**src/rtl/adder_share_sequencer.sv**
```systemverilog
// Shares one WIDTH-bit adder between two round-robin requesters, adding WIDTH*WORDS-bit operands LSW first.
// Optional: define ADD_SEQ_OVERFLOW_EN to add the resp_ovf signed-overflow output.
module adder_share_sequencer #(
  parameter int WIDTH = 32,
  parameter int WORDS = 4
) (
  input  logic                   clk,
  input  logic                   rst_n,
  input  logic                   req0_valid,
  output logic                   req0_ready,
  input  logic [WIDTH*WORDS-1:0] req0_a,
  input  logic [WIDTH*WORDS-1:0] req0_b,
  input  logic                   req0_cin,
  input  logic                   req1_valid,
  output logic                   req1_ready,
  input  logic [WIDTH*WORDS-1:0] req1_a,
  input  logic [WIDTH*WORDS-1:0] req1_b,
  input  logic                   req1_cin,
  output logic [WIDTH-1:0]       add_a,
  output logic [WIDTH-1:0]       add_b,
  output logic                   add_cin,
  input  logic [WIDTH-1:0]       add_sum,
  input  logic                   add_cout,
  output logic                   resp_valid,
  input  logic                   resp_ready,
  output logic [WIDTH*WORDS-1:0] resp_sum,
  output logic                   resp_cout,
  output logic                   resp_id
`ifdef ADD_SEQ_OVERFLOW_EN
  ,
  output logic                   resp_ovf
`endif
);

  localparam int KW = (WORDS > 1) ? $clog2(WORDS) : 1;
  localparam logic [KW-1:0] KLAST = KW'(WORDS - 1);

  typedef enum logic [1:0] {IDLE, RUN, DONE} state_t;

  state_t state, state_next;

  logic [WORDS-1:0][WIDTH-1:0] a_reg, b_reg, sum_reg;
  logic          cin_reg, carry, cout_reg, id_reg, last_grant;
  logic [KW-1:0] k;
  logic          grant0, grant1, accept;
`ifdef ADD_SEQ_OVERFLOW_EN
  logic          ovf_reg;
`endif

  // On a tie the requester that did not win last time is granted.
  always_comb begin
    grant0 = req0_valid && (!req1_valid || last_grant);
    grant1 = req1_valid && (!req0_valid || !last_grant);
  end

  always_ff @(posedge clk or negedge rst_n) begin
    if (!rst_n) state <= IDLE;
    else        state <= state_next;
  end

  always_comb begin
    state_next = state;
    req0_ready = 1'b0;
    req1_ready = 1'b0;
    add_a      = '0;
    add_b      = '0;
    add_cin    = 1'b0;
    resp_valid = 1'b0;
    case (state)
      IDLE: begin
        req0_ready = rst_n && grant0;
        req1_ready = rst_n && grant1;
        if (grant0 || grant1) state_next = RUN;
      end
      RUN: begin
        add_a   = a_reg[k];
        add_b   = b_reg[k];
        add_cin = (k == '0) ? cin_reg : carry;
        if (k == KLAST) state_next = DONE;
      end
      DONE: begin
        resp_valid = 1'b1;
        if (resp_ready) state_next = IDLE;
      end
      default: state_next = IDLE;
    endcase
  end

  assign accept = req0_ready || req1_ready;

  // Operands are captured once; the result fills in one word per RUN cycle.
  always_ff @(posedge clk or negedge rst_n) begin
    if (!rst_n) begin
      a_reg      <= '0;
      b_reg      <= '0;
      sum_reg    <= '0;
      cin_reg    <= 1'b0;
      carry      <= 1'b0;
      cout_reg   <= 1'b0;
      id_reg     <= 1'b0;
      last_grant <= 1'b1;
      k          <= '0;
`ifdef ADD_SEQ_OVERFLOW_EN
      ovf_reg    <= 1'b0;
`endif
    end else begin
      case (state)
        IDLE: begin
          if (accept) begin
            a_reg      <= grant1 ? req1_a : req0_a;
            b_reg      <= grant1 ? req1_b : req0_b;
            cin_reg    <= grant1 ? req1_cin : req0_cin;
            id_reg     <= grant1;
            last_grant <= grant1;
            k          <= '0;
          end
        end
        RUN: begin
          sum_reg[k] <= add_sum;
          carry      <= add_cout;
          k          <= k + KW'(1);
          if (k == KLAST) begin
            cout_reg <= add_cout;
`ifdef ADD_SEQ_OVERFLOW_EN
            ovf_reg  <= (a_reg[WORDS-1][WIDTH-1] == b_reg[WORDS-1][WIDTH-1]) &&
                        (add_sum[WIDTH-1] != a_reg[WORDS-1][WIDTH-1]);
`endif
          end
        end
        default: ;
      endcase
    end
  end

  assign resp_sum  = sum_reg;
  assign resp_cout = cout_reg;
  assign resp_id   = id_reg;
`ifdef ADD_SEQ_OVERFLOW_EN
  assign resp_ovf  = ovf_reg;
`endif

endmodule

```
**config.mk**
```make
export PLATFORM = sky130hd
export DESIGN_NAME = adder_share_sequencer
export DESIGN_NICKNAME = d
export VERILOG_FILES = /design/src/rtl/adder_share_sequencer.sv
export SDC_FILE = /design/constraint.sdc
export NUM_CORES = 1
export LEC_CHECK = 0
export CORE_AREA = 2 2 293 295
export CTS_CLUSTER_DIAMETER = 60
export CTS_CLUSTER_SIZE = 14
export DETAILED_ROUTE_END_ITERATION = 8
export DIE_AREA = 0 0 295 297
export PLACE_DENSITY = 0.58
export SETUP_SLACK_MARGIN = 0.15
export SLEW_MARGIN = 30
export SYNTH_ARGS = -nofsm -noshare
export SYNTH_HDL_FRONTEND = slang
export SYNTH_SLANG_ARGS = --single-unit
export TNS_END_PERCENT = 50
```
**constraint.sdc**
```tcl
create_clock -name clk -period 2.57 [get_ports clk]
set_input_delay 0.3855 -clock clk [delete_from_list [all_inputs] [get_ports clk]]
set_output_delay 0.3855 -clock clk [all_outputs]
set_load 0.005 [all_outputs]
```
Word level (Yosys, flattened, before mapping)
Index checks and enable logic that the tools add are counted.
{"block": "totals", "output_inout_bits": 198, "in_bits": 552, "register_bits": 393, "latchBits": 0, "rom_bits": 0, "mem_count": 0, "ram_bits": 0}
{"block": "op_classes", "reduce_logical": 19, "muxes": 23, "n_div": 0, "n_addsub": 1, "n_lt_le_gt_ge": 2, "n_bitwise": 0, "n_shift": 0, "mul": 0, "eq_ne": 7}
{"cell": "$mux 128", "count": 2}
{"cell": "$mux 32", "count": 5}
{"cell": "$bmux 32 s2", "count": 2}
{"cell": "$bwmux 128", "count": 1}
{"cell": "$demux 32 s2", "count": 1}
{"cell": "$mux 2", "count": 4}
{"cell": "$ne 2x2->1 const B", "count": 4}
{"cell": "$mux 1", "count": 6}
{"cell": "$pmux 2 s3", "count": 1}
{"cell": "$reduce_and 2->1", "count": 3}
{"cell": "$logic_and 1x1->1", "count": 5}
{"cell": "$eq 2x2->1 const B", "count": 2}
{"cell": "$logic_not 2->1", "count": 2}
{"cell": "$logic_or 1x1->1", "count": 4}
{"cell": "$pmux 2 s2", "count": 1}
{"cell": "$logic_not 1->1", "count": 3}
{"cell": "$lt 2x3->1 const B", "count": 1}
{"cell": "$reduce_and 3->1", "count": 1}
{"cell": "$add 2x1->2 const B", "count": 1}
{"cell": "$eq 2x1->1 const B", "count": 1}
{"cell": "$ge 2x1->1 const B", "count": 1}
{"cell": "$reduce_bool 2->1", "count": 1}

Longest topological paths before layout
Gate-level depths: netlist of run 1.
{"block": "depth", "ltp_word": 8, "mapped_depth": 8, "depth_no_buf": 4}

Worst setup path before layout of run 1
Ideal clock, no wire load.
{"block": "synth_timing", "kind": "reg2reg", "startpoint": "register k[1]", "endpoint": "register sum_reg (netlist bit resp_sum[21])", "t_required_ns": 2.445, "path_slack_ns": 0.534, "arrival_ns": 1.912, "path_stages_with_launch": 8, "path_cell_list": "dfrtp_1 buf_2 buf_1 inv_1 ha_1 nand2_1 buf_2 mux2_2"}
{"block": "synth_via", "elab_chain_cells": 5, "elab_cells_between_ends": 6}
{"element": "start: declaration", "line_no": "44", "rtl": "logic [KW-1:0] k;"}
{"element": "start signal: assignment", "line_no": "121", "rtl": "k <= k + KW'(1);"}
{"element": "$lt 2x3->1 (not written as such) / $ge 2x1->1 (equally long branches)", "line_no": "119", "rtl": "sum_reg[k] <= add_sum;"}
{"element": "$logic_and 1x1->1 (not written as such)", "line_no": "119"}
{"element": "$mux 32 (not written as such)", "line_no": "119"}
{"element": "$demux 32 s2 *", "line_no": "119"}
{"element": "$bwmux 128 *", "line_no": "119"}
{"element": "end signal: indexed assignment", "line_no": "119"}
{"element": "end: declaration", "line_no": "42", "rtl": "logic [WORDS-1:0][WIDTH-1:0] a_reg, b_reg, sum_reg;"}
Mark *: on every way between the ends. The rest lies on a longest branch, timed or not.
A chain may end at the register's enable or synchronous reset.

Worst setup path in the final report of run 1
{"block": "layout_timing", "startpoint": "register k[0]", "endpoint": "output add_a[27]"}
{"block": "layout_via", "elab_chain_cells": 3}
{"element": "$bmux 32 s2", "line_no": "76", "rtl": "add_a = a_reg[k];"}
{"element": "$mux 32 (not written as such)", "line_no": "76"}
{"element": "$mux 32", "line_no": "69", "rtl": "case (state)"}
{"element": "end: declaration", "line_no": "19", "rtl": "output logic [WIDTH-1:0] add_a,"}
No other way between the ends. The select of a mux whose other input is x is not followed.

==> qor.csv, run 1 <==
metric,value,unit
p_sw_share,33.6,%
critPathArrivalTime,2240,ps
p_clk_share,16.5,%
setup_viol,27,
htreeDepth,2,
start_kind,flop,
cts_sinks,393,
fin_skew,26.3,ps
gr-total-overflow,0,
syn_avg_cell_area,14.0,µm²
synth_common_cells,"dfrtp_1 (392), o32ai_1 (257), a2bb2oi_1 (157)",
period_share,102,%
fin_cells,3306,
die_area,87600,µm²
synthSimpleGateAreaFrac,2.63,%
violations,negative setup slack,
port_buffers,749,
rows,107,
report.final.slew_viol_count,0,
muxShareOfSynthArea,15.0,%
drive_gt1_share,27.6,%
wl_per_cell,23.8,µm
async_flop_share,100,%
finalSetupTns,-851,ps
fmax,380,MHz
drc,0,
switchingPower,12.6,mW
path_class,reg -> out,
cts_buffers,43,
syn_inst,1381,
area_growth,58.7,%
globalplace.congestion,0.852,
worst_path_most_repeated_cell,buf_12,
syn_nets,1937,
vias,16290,
synth_edf_count,0,
core_area,84500,µm²
hp-class,in -> async,
cp_slowest_stage_delay,520,ps
seqCellArea,9840,µm²
cp-end-kind,primary output,
yosys_warnings,0,
nNetsFinal,2688,
cellPowerDensity,1220,nW/µm²
crit_required,2180,ps
synth_compound_area_share,26.8,%
postPlaceCellArea,28600,µm²
grt_max_degree,172,
routed_wl,78600,µm
total_power,37.6,mW
antenna_found_initial,8,
place_hpwl,57500,µm
num-fill-cells,8113,
drv_cap,0,
tightest_slew,868,ps
p_comb_share,52.7,%
synthFlopType,dfrtp_1,
die_h,297,µm
layout_setup_ws,-59.5,ps
p_seq_share,30.7,%
min_period,2630,ps
drt_pre_antenna_iters,5,
drt_iter0_drc,982,
multi_input_area,8850,µm²
vdd.ir_drop.worst,0.000568,V
netlist_area,19400,µm²
cts_tree,built,
crit_chain,"buf_12, buf_16, buf_12, mux4_2, and2_1, buf_2",
clk_pin_slew,60,ps
grt_pass1_wl,113000,µm
clockBufferDepth,3,
cp_slowest_cell,dfrtp_4,
rsz0062_at_grt,yes,
synth_fa_ha_area_share,0.258,%
max-slew-margin-rel,42.1,%
p_leak,11.6,nW
die_x,295,µm
initial_utilization,22.9,%
synth_xor_area_share,0,%
track_usage,17.2,%
yosys-top-cells-area,"dfrtp_1 (51%), o32ai_1 (12%), a2bb2oi_2 (7.7%), mux4_2 (7.4%), a2bb2oi_1 (7.1%)",
grt_pass1_vias,16966,
ios,750,
path_max_fanout,5,
outcome,"finished, violations left",
finalHoldViolCount,0,
synth_top_area_share,50.6,%
internal-power,25.0,mW
viasPerCell,4.93,
ys_ff_latch,393,
ys_types,34,
fin_util,36.4,%
yosysSeqAreaShare,50.8,%
yosysTopAreaCell,dfrtp_1,
cts_root_buffer,clkbuf_16,
synth_top_family_by_area,compound AO/OA/AOI/OAI gates,
insertion_delay,570,ps
placed_cells,3193,
ant_nets,0,
fin_area,30800,µm²
yosysMostFrequentCell,dfrtp_1,
area by class of cell:
type	count	area share, %
Multi-Input combinational cell	806	28.8
Clock buffer	51	3.73
Tap cell	1144	4.65
Inverter	4	0.0814
Timing Repair Buffer	884	29.9
Clock inverter	22	0.797
Antenna cell	2	0.0163
Sequential cell	393	32.0
timing repair:
item | in CTS | in global routing
hold buffers | 1 | 0
gates resized for setup | 366 | 39
buffers inserted | 26 | 5
endpoints found under the setup margin | 68 | 89
endpoints found under the hold margin | 66 | 0
pin swaps | 33 | 2
cloned | 4 | 0
per-stage QoR:
stage	worst slack, ps	hold WS [ps]
floorplan	534	89.9
global placement	-91.6	424
detailed placement	-184	427
CTS	-130	398
global route	-140	145
finish	-59.5	106
placed cells by master (no fill, tap or decap), types with 4 or more instances in the layout:
cell type / count
nand2_2: 4
clkdlybuf4s50_1: 680
a2bb2oi_1: 157
buf_4: 73
buf_8: 5
and2_1: 10
mux2_1: 39
o32ai_1: 257
buf_2: 15
inv_8: 5
mux4_2: 64
buf_16: 8
inv_6: 6
mux2_2: 90
and2_4: 54
nand2_1: 4
dfrtp_1: 389
buf_6: 61
clkbuf_16: 44
buf_12: 37
a2bb2oi_2: 100
clkbuf_1: 5
per-layer routing:
metal / vias to the layer above / wire length, µm / part of all wire [%] / track usage, %
met4: 4 / 2230 / 2.8 / 4.97
met2: 659 / 37800 / 48 / 28.4
met1: 8300 / 33700 / 43 / 22.9
met3: 117 / 4880 / 6.2 / 3.15
met5: - / 27 / 0.034 / 0
li1: 7210 / - / - / -
critical path: cells and delay by family (launching register included):
family / cells / cell delay [ps]
buf+inv: 4 / 580
flops: 1 / 520
mux: 1 / 410
simple gates: 1 / 160
power groups by stage:
| stage | sequential [mW] | combinational (mW) | clock (mW) |
|---|---|---|---|
| 2_1_floorplan | 10.8 | 9.34 | 0 |
| 3_3_place_gp | 11.5 | 17.8 | 0 |
| 3_5_place_dp | 11.7 | 18.1 | 0 |
| 4_1_cts | 11.6 | 19.5 | 6.42 |
| 5_1_grt | 11.9 | 21.1 | 6.64 |
| 6_report | 11.6 | 19.8 | 6.22 |
cell families after synthesis:
family          after synthesis
buf+inv                     182
fa+ha+maj                     4
simple gates                 85
compound gates              523
flops                       393
mux                         194
path summary, 6_finish.rpt:
path                            cells past startpoint  slack, ps             to     startpoint
worst min register to register                      1        490  resp_sum[118]  resp_sum[118]
worst max-delay path                                6        -60      add_a[27]           k[0]
worst min-delay path                                3        110      b_reg[31]          rst_n
worst max register to register                      9        230   resp_sum[63]           k[0]
min in group clk                                    3        440      a_reg[16]     req1_a[16]
max in group asynchronous                           5       1020           k[1]          rst_n
(Power assumes the default switching activity.)
==> inputs of run 2 (changes only) <==
==> constraint.sdc (replaced) <==
create_clock -name clk -period 2.6 [get_ports clk]
set_input_delay 0.39 -clock clk [delete_from_list [all_inputs] [get_ports clk]]
set_output_delay 0.39 -clock clk [all_outputs]
set_load 0.005 [all_outputs]
==> run 2 against run 1 <==
Compared with the run above:
- the run still ends with negative setup slack left
- flip-flop and latch count stayed put
- sequential share of layout area grew 0.33 points
- highest routed layer unchanged
- largest power group unchanged
- clock skew barely moved
- power fell by 2.5%
- final area down 1.0%
- wire length shrank 0.69%
- die area stayed put
- global-route usage hardly changed
==> qor.csv, run 2 (synthesized netlist as in run 1, its figures left out) <==
metric,value,unit
cellPowerDensity,1200,nW/µm²
critPathArrivalTime,2220,ps
start_kind,flop,
whs,267,ps
routed_wl,78000,µm
cts_root_buffer,clkbuf_16,
grt_max_degree,167,
initial_utilization,22.9,%
min_period,2610,ps
report.final.slew_viol_count,0,
antenna_found_initial,7,
final_common_cell,clkdlybuf4s50_1,
cp-end-kind,primary output,
grt_pass1_wl,113000,µm
core_area,84500,µm²
rr_worst_depth,5,
fin_skew,26.6,ps
clockBufferDepth,3,
rsz0062_at_grt,yes,
wl_per_cell,23.9,µm
vdd.ir_drop.worst,0.000447,V
drt_pre_antenna_iters,5,
path_class,reg -> out,
ios,750,
cts_sinks,393,
gr-total-overflow,0,
port_buffers,749,
die_x,295,µm
violations,negative setup slack,
max-slew-margin-rel,37.3,%
place_hpwl,57000,µm
vias,16162,
reg2reg_setup_slack,220,ps
nNetsFinal,2652,
fmax,383,MHz
setup_viol,2,
die_area,87600,µm²
outcome,"finished, violations left",
tightest_slew,940,ps
cts_buffers,41,
fin_cells,3269,
hp-class,in -> async,
clk_pin_slew,60,ps
viasPerCell,4.94,
placed_cells,3176,
r2r-start,state[1],
p_leak,11.4,nW
grt_pass1_vias,16870,
cts_tree,built,
fin_util,36.0,%
drc,0,
crit_required,2210,ps
pre_cts_ws,-89.7,ps
globalplace.congestion,0.838,
finalHoldViolCount,0,
fin_area,30400,µm²
ant_nets,0,
drive_gt1_share,26.2,%
area_growth,57.1,%
period_share,100,%
htreeDepth,2,
drt_iter0_drc,982,
r2r-end,b_reg[115],
drv_cap,0,
rows,107,
postPlaceCellArea,28400,µm²
path_max_fanout,5,
track_usage,17.2,%
layout_setup_ws,-8.23,ps
die_h,297,µm
final_cell_mix,"clkdlybuf4s50_1 (680), dfrtp_1 (388), o32ai_1 (257), a2bb2oi_1 (148), a2bb2oi_2 (109)",
insertion_delay,570,ps
run 2: cell types whose count changed in the layout (fill, tap and decap cells not counted), moves of 4 or more:
| cell | previous run | this run |
|---|---|---|
| buf_4 | 73 | 54 |
| buf_2 | 15 | 22 |
| and2_1 | 10 | 22 |
| buf_6 | 61 | 42 |
| a2bb2oi_2 | 100 | 109 |
| inv_6 | 6 | 1 |
| a2bb2oi_1 | 157 | 148 |
| inv_8 | 5 | 1 |
| and2_4 | 54 | 42 |
run 2: worst max path at each step:
stage | startpoint | endpoint | slack, ps
after floorplan | k[1] | resp_sum[21] | 560
final | k[0] | add_b[19] | -8
after global placement | req0_valid | a_reg[30] | -80
after CTS | k[0] | add_b[19] | -80
after detailed placement | req0_valid | b_reg[96] | -90
after global routing | k[0] | add_b[19] | -100
run 2: repair_timing:
item,4_1_cts,5_1_grt
gates resized for setup,360,41
hold buffers,1,0
endpoints found under the hold margin,6,0
buffers inserted,14,1
cloned,5,0
pin swaps,36,6
endpoints found under the setup margin,68,76
run 2: power breakdown:
part / switching, mW / internal [mW] / total, mW
clock: 2.61 / 3.66 / 6.27
combinational: 7.42 / 11.6 / 19.0
sequential: 2.16 / 9.19 / 11.4
run 2: worst max-delay path, stage by stage, from the launching register on:
cell	delay [ps]
dfrtp_4	520
buf_12	160
buf_12	120
buf_16	140
mux4_2	430
and2_4	180
buf_6	110
run 2: metrics by stage:
step	power, mW	setup TNS [ps]
global placement	28.8	-220
global route	38.7	-1730
detailed placement	29.2	-470
floorplan	19.9	0
finish	36.7	-16.2
CTS	36.7	-1120
run 2: layout make-up:
cell class	instances	area, µm²
fill	8097	54000
sequential	393	9850
multi-input combinational	806	8880
timing repair buffer	850	8820
tap	1144	1430
clock buffer	52	1150
clock inverter	16	273
inverter	4	35.0
antenna	4	10.0
run 2: per-layer routing:
layer	track usage [%]	vias to the layer above	wire (µm)
li1	-	7132	-
met1	22.7	8340	33700
met2	28.3	583	37800
met3	3.25	103	4460
met4	5.31	4	2090
met5	0	-	27
